$ cat src/rtl/delta_dram_arbiter.sv
// Four-requester round-robin arbiter in front of a single-outstanding DRAM port.
// Define DELTA_DRAM_ARB_TIMEOUT_EN to add a response timeout with a sticky timeout_err output.
module delta_dram_arbiter #(
  parameter int ADDR_W         = 32,
  parameter int DATA_W         = 32,
  parameter int TIMEOUT_CYCLES = 1023
) (
  input  logic                   clock,
  input  logic                   reset,
  input  logic [3:0]             req,
  input  logic [3:0]             req_write,
  input  logic [3:0][ADDR_W-1:0] req_addr,
  input  logic [3:0][DATA_W-1:0] req_wdata,
  output logic [3:0]             done,
  output logic [DATA_W-1:0]      rdata,
  output logic [1:0]             grant_id,
  output logic                   busy,
  output logic                   DRAM_Read,
  output logic                   DRAM_Write,
  output logic [ADDR_W-1:0]      DRAM_Address,
  output logic [DATA_W-1:0]      DRAM_WriteData,
  input  logic [DATA_W-1:0]      DRAM_ReadData,
  input  logic                   DRAM_DataReady,
  input  logic                   DRAM_WriteDone
`ifdef DELTA_DRAM_ARB_TIMEOUT_EN
  ,
  output logic                   timeout_err
`endif
);

  typedef enum logic [1:0] {IDLE = 2'd0, ISSUE = 2'd1, DONE = 2'd2} state_t;

  state_t              state_r, state_s;
  logic [1:0]          last_winner_r, last_winner_s;
  logic                write_r, write_s;
  logic [1:0]          grant_s, pick_s;
  logic [3:0]          done_s;
  logic [DATA_W-1:0]   rdata_s, wdata_s;
  logic [ADDR_W-1:0]   addr_s;
  logic                busy_s, rd_s, wr_s, resp_s, hit_s;

`ifdef DELTA_DRAM_ARB_TIMEOUT_EN
  localparam int CNT_W = $clog2(TIMEOUT_CYCLES + 1);
  logic [CNT_W-1:0]    cnt_r, cnt_s;
  logic                terr_s;
`endif

  // Search starts just after the last winner, so the requester served most recently ranks last.
  function automatic logic [1:0] rr_pick(input logic [3:0] r, input logic [1:0] last);
    logic [1:0] idx;
    logic [1:0] win;
    logic       found;
    win   = 2'd0;
    found = 1'b0;
    for (int i = 0; i < 4; i++) begin
      idx = last + 2'(i + 1);
      if (r[idx] && !found) begin
        win   = idx;
        found = 1'b1;
      end else begin
        found = found;
      end
    end
    return win;
  endfunction

  // Next-state and next-output logic; every output is registered below.
  always_comb begin
    state_s       = state_r;
    last_winner_s = last_winner_r;
    write_s       = write_r;
    grant_s       = grant_id;
    done_s        = 4'b0000;
    rdata_s       = rdata;
    busy_s        = busy;
    rd_s          = DRAM_Read;
    wr_s          = DRAM_Write;
    addr_s        = DRAM_Address;
    wdata_s       = DRAM_WriteData;
    pick_s        = rr_pick(req, last_winner_r);
    resp_s        = write_r ? DRAM_WriteDone : DRAM_DataReady;
`ifdef DELTA_DRAM_ARB_TIMEOUT_EN
    cnt_s         = cnt_r;
    terr_s        = timeout_err;
    hit_s         = (cnt_r == CNT_W'(TIMEOUT_CYCLES - 1));
`else
    hit_s         = 1'b0;
`endif
    case (state_r)
      IDLE: begin
        if (|req) begin
          state_s = ISSUE;
          grant_s = pick_s;
          write_s = req_write[pick_s];
          rd_s    = ~req_write[pick_s];
          wr_s    = req_write[pick_s];
          addr_s  = req_addr[pick_s];
          wdata_s = req_wdata[pick_s];
          busy_s  = 1'b1;
`ifdef DELTA_DRAM_ARB_TIMEOUT_EN
          cnt_s   = {CNT_W{1'b0}};
`endif
        end else begin
          state_s = IDLE;
        end
      end
      ISSUE: begin
        // A real response wins over a timeout landing on the same edge.
        if (resp_s || hit_s) begin
          state_s       = DONE;
          rd_s          = 1'b0;
          wr_s          = 1'b0;
          last_winner_s = grant_id;
          done_s        = 4'b0001 << grant_id;
          if (resp_s && !write_r) begin
            rdata_s = DRAM_ReadData;
          end else begin
            rdata_s = rdata;
          end
`ifdef DELTA_DRAM_ARB_TIMEOUT_EN
          if (!resp_s) begin
            terr_s = 1'b1;
          end else begin
            terr_s = timeout_err;
          end
`endif
        end else begin
          state_s = ISSUE;
`ifdef DELTA_DRAM_ARB_TIMEOUT_EN
          cnt_s   = cnt_r + {{(CNT_W-1){1'b0}}, 1'b1};
`endif
        end
      end
      DONE: begin
        state_s = IDLE;
        busy_s  = 1'b0;
      end
      default: begin
        state_s = IDLE;
        busy_s  = 1'b0;
        rd_s    = 1'b0;
        wr_s    = 1'b0;
      end
    endcase
  end

  // State and output registers with asynchronous clear.
  always_ff @(posedge clock or posedge reset) begin
    if (reset) begin
      state_r        <= IDLE;
      last_winner_r  <= 2'd3;
      write_r        <= 1'b0;
      grant_id       <= 2'd0;
      done           <= 4'b0000;
      rdata          <= {DATA_W{1'b0}};
      busy           <= 1'b0;
      DRAM_Read      <= 1'b0;
      DRAM_Write     <= 1'b0;
      DRAM_Address   <= {ADDR_W{1'b0}};
      DRAM_WriteData <= {DATA_W{1'b0}};
`ifdef DELTA_DRAM_ARB_TIMEOUT_EN
      cnt_r          <= {CNT_W{1'b0}};
      timeout_err    <= 1'b0;
`endif
    end else begin
      state_r        <= state_s;
      last_winner_r  <= last_winner_s;
      write_r        <= write_s;
      grant_id       <= grant_s;
      done           <= done_s;
      rdata          <= rdata_s;
      busy           <= busy_s;
      DRAM_Read      <= rd_s;
      DRAM_Write     <= wr_s;
      DRAM_Address   <= addr_s;
      DRAM_WriteData <= wdata_s;
`ifdef DELTA_DRAM_ARB_TIMEOUT_EN
      cnt_r          <= cnt_s;
      timeout_err    <= terr_s;
`endif
    end
  end

endmodule

$ cat config.mk
export PLATFORM = sky130hd
export DESIGN_NAME = delta_dram_arbiter
export DESIGN_NICKNAME = d
export VERILOG_FILES = /design/src/rtl/delta_dram_arbiter.sv
export SDC_FILE = /design/constraint.sdc
export NUM_CORES = 1
export LEC_CHECK = 0
export BUFFER_PORTS_ARGS = -buffer_cell sky130_fd_sc_hd__buf_2
export CORE_AREA = 5 5 152 154
export CTS_BUF_LIST = sky130_fd_sc_hd__clkbuf_8
export CTS_CLUSTER_DIAMETER = 100
export DETAILED_ROUTE_END_ITERATION = 12
export DIE_AREA = 0 0 157 159
export PLACE_DENSITY = 0.69
export SLEW_MARGIN = 10
export SYNTH_ARGS = -nofsm -noshare
export SYNTH_HDL_FRONTEND = slang
export SYNTH_SLANG_ARGS = --single-unit
$ cat constraint.sdc
create_clock -name clock -period 10.29 [get_ports clock]
set_input_delay 1.5435 -clock clock [delete_from_list [all_inputs] [get_ports clock]]
set_output_delay 1.5435 -clock clock [all_outputs]
set_load 0.01 [all_outputs]
==> flow_summary.toml <==
[routing]
detailedRoute.firstPassIterationCount = 4
average_wire_length_per_cell_after_detail_routing_um = 19.1
wirelength_um = 24600
detail-route-antenna-nets = 0
num_vias = 6418
drt-initial-drc-count = 245
number_of_remaining_drc_errors = 0
drt-vias-per-instance = 4.98

[power_and_ir_drop]
power.ir.vdd_worst_mv = 0.103
static-leakage-power_nw = 4.47
swShare_pct = 46.5
sequentialPowerShare_pct = 31.4
design_power_total_mw = 2.47
net_switching_power_of_the_design_mw = 1.15
comb_power_share_pct = 56.4
power_density_mw_per_mm2 = 267
p_int_mw = 1.32
clock_power_share_pct = 12.1

[synth]
synth.distinct_cells = 36
postSynthRegisterBits = 110
postSynthCellCount = 638
synth_seq_area_share_pct = 40.1
ys_async_sr_fraction_pct = 100
syn-mean-instance-area_sq_um = 10.8
synth_area_sq_mm = 0.00687
synth-edff-count = 0
synth-warning-count = 0
ys_dominant_reg_cell = "sky130_fd_sc_hd__dfrtp_1"
syn-num-nets = 938

[placement]
dpl.cell_count = 1274
dp_worst_setup_slack_ns = 5.78
dpl.hpwl_um = 18400
placed_area_sq_mm = 0.00900
routabilityCongestion = 0.873
place.port_buffers = 404

[sta]
hold_violations = 0
fin_skew_ns = 0.0293
fmax_mhz = 244
setup_viol_count_final = 0
min_period_ns = 4.09
rsz0062_at_grt = "false"
final.setup.worst_slack_ns = 6.20
final.setup.tns_ns = 0
finalCritPeriodShare_pct = 39.8
slew_headroom_pct = 24.8
worst_slew_pin_slew_ns = 1.13
max_slew_violations = 0

[clock_network]
clock_latency_on_the_worst_skew_pair_ns = 0.40
numClockSinks = 110
post_cts_resize_count = 0
tritoncts = "yes"
ctsLongestPathBuffers = 2
htreeDepth = 3
cts_setup_buffers = 0
holdBufCountCts = 0
path_clk_slew_ns = 0.13
clk_root_buffer_cell = "sky130_fd_sc_hd__clkbuf_8"
tritoncts.num_buffers = 9

[run_status]
run_status = "finished, final reports clean"

[worst_setup_path]
worstPathMaxFanout = 69
critPathCaptureType = "flop"
crit_required_ns = 10.51
critPathLaunchType = "primary input"
path_class = "in -> reg"
worstPathArrival_ns = 4.31

[global_routing]
maximum_number_of_pins_on_one_net_before_global_route_repair = 70
gr-total-overflow = 0
number_of_antenna_violations_at_the_first_check_in_global_routing = 2
grt_pass1_wl_um = 37600
number_of_global_route_vias_before_repair = 6842
grtUsageTotal_pct = 18.9

[final_layout]
layout-area-overhead-vs-synth_pct = 34.4
layout.cell_area.non_filler_sq_mm = 0.00923
nets = 1305
finalNonFillerCells = 1290
insertedDiodeCount = 0
layout_commonest_cell = "sky130_fd_sc_hd__buf_2"
drive_above_1_share_pct = 53.7
most_frequent_cells_in_the_layout = "sky130_fd_sc_hd__buf_2 (404), sky130_fd_sc_hd__dfrtp_1 (108), sky130_fd_sc_hd__a211oi_2 (99)"

[floorplan]
pin_count = 405
core_sq_mm = 0.0216
floorplan.rows = 54
dieArea_sq_mm = 0.0250
die-width_um = 157
die_y_um = 159
effective_utilization_at_floorplan_pct = 31.9

[flow_run]
number_of_maximum_capacitance_constraint_violations = 0

[hold_path]
hp-class = "reg -> reg"
-- synthesized netlist by cell type (2+ instances only) --
cell type,instances,area [sq um]
sky130_fd_sc_hd__nand2_1,9,33.8
sky130_fd_sc_hd__clkbuf_1,20,75.1
sky130_fd_sc_hd__mux2i_1,67,671
sky130_fd_sc_hd__mux2_1,32,360
sky130_fd_sc_hd__inv_1,68,255
sky130_fd_sc_hd__buf_4,5,37.5
sky130_fd_sc_hd__buf_12,4,80.1
sky130_fd_sc_hd__dfstp_2,2,52.6
sky130_fd_sc_hd__buf_6,6,67.6
sky130_fd_sc_hd__and3_1,2,12.5
sky130_fd_sc_hd__buf_2,18,90.1
sky130_fd_sc_hd__a211oi_1,93,698
sky130_fd_sc_hd__dfrtp_1,108,2700
sky130_fd_sc_hd__a211oi_2,100,1250
sky130_fd_sc_hd__nand2b_1,3,18.8
sky130_fd_sc_hd__nor2_1,72,270
sky130_fd_sc_hd__a221oi_1,2,17.5
sky130_fd_sc_hd__buf_1,5,18.8
sky130_fd_sc_hd__o21ai_0,5,25.0
-- sequential cells by signal (all words and copies together) (netlist names) --
register,flops
DRAM_WriteData,32
last_winner_r,2
grant_id,2
rdata,32
DRAM_Address,32
DRAM_Read,1
write_r,1
state_r,2
done,4
DRAM_Write,1
busy,1
-- final timing paths --
check / to / slack (ns) / cells after the start / from
worst min-delay path: rdata[26] / 0.50 / 1 / rdata[26]
worst min register to register: rdata[26] / 0.50 / 1 / rdata[26]
worst max-delay path: DRAM_Address[31] / 6.20 / 8 / req[3]
min in group asynchronous: rdata[0] / 1.28 / 2 / reset
worst max register to register: DRAM_Address[31] / 7.11 / 6 / state_r[1]
max in group asynchronous: DRAM_Address[19] / 7.79 / 3 / reset
-- cells by family (layout without fill, tap and decap cells) --
group                  Yosys count  count (layout)  synth area share (%)
buffers and inverters          128             500                  9.36
muxes                          100             100                  15.2
and+or+nand+nor                 91              91                  5.37
AOI/OAI and AO/OA              209             209                  30.0
DFF                            110             110                  40.1
-- per-layer routing --
metal  share of wire [%]  GRT usage (%)  up-vias
met4                 3.1           7.34        4
met2                  49           32.5      298
met3                 8.3           4.68       46
met5               0.085              0        -
li1                    -              -     3070
met1                  39           22.5     3000
-- critical path: stages --
cell and delay, ns:
sky130_fd_sc_hd__buf_2 0.12, sky130_fd_sc_hd__nor2_1 0.09, sky130_fd_sc_hd__a211oi_4 0.22, sky130_fd_sc_hd__buf_4 0.71, sky130_fd_sc_hd__nand3_4 0.60, sky130_fd_sc_hd__buf_4 0.55
sky130_fd_sc_hd__a211oi_1 0.35, sky130_fd_sc_hd__a211oi_1 0.09
-- layout make-up --
class,instances,area (sq um)
fill,2113,12300
multi-input combinational,400,3530
sequential,110,2760
timing repair buffer,415,2100
tap,280,350
inverter,69,262
clock buffer,9,124
clock inverter,7,101
-- stage by stage --
step / util (%) / hold slack, ns
floorplan: - / 0.490
global placement: 41.8 / 0.463
detailed placement: 41.8 / 0.471
CTS: 42.8 / 0.502
global route: 42.8 / 0.518
finish: 42.8 / 0.500
-- power groups by stage --
stage | registers (mW) | clock network, mW | logic (mW)
after floorplan | 0.865 | 0 | 0.872
after global placement | 0.780 | 0 | 1.39
after detailed placement | 0.782 | 0 | 1.42
after CTS | 0.777 | 0.315 | 1.42
after global routing | 0.804 | 0.329 | 1.51
final | 0.776 | 0.299 | 1.39
No activity file was read; power rests on OpenSTA's default activity.
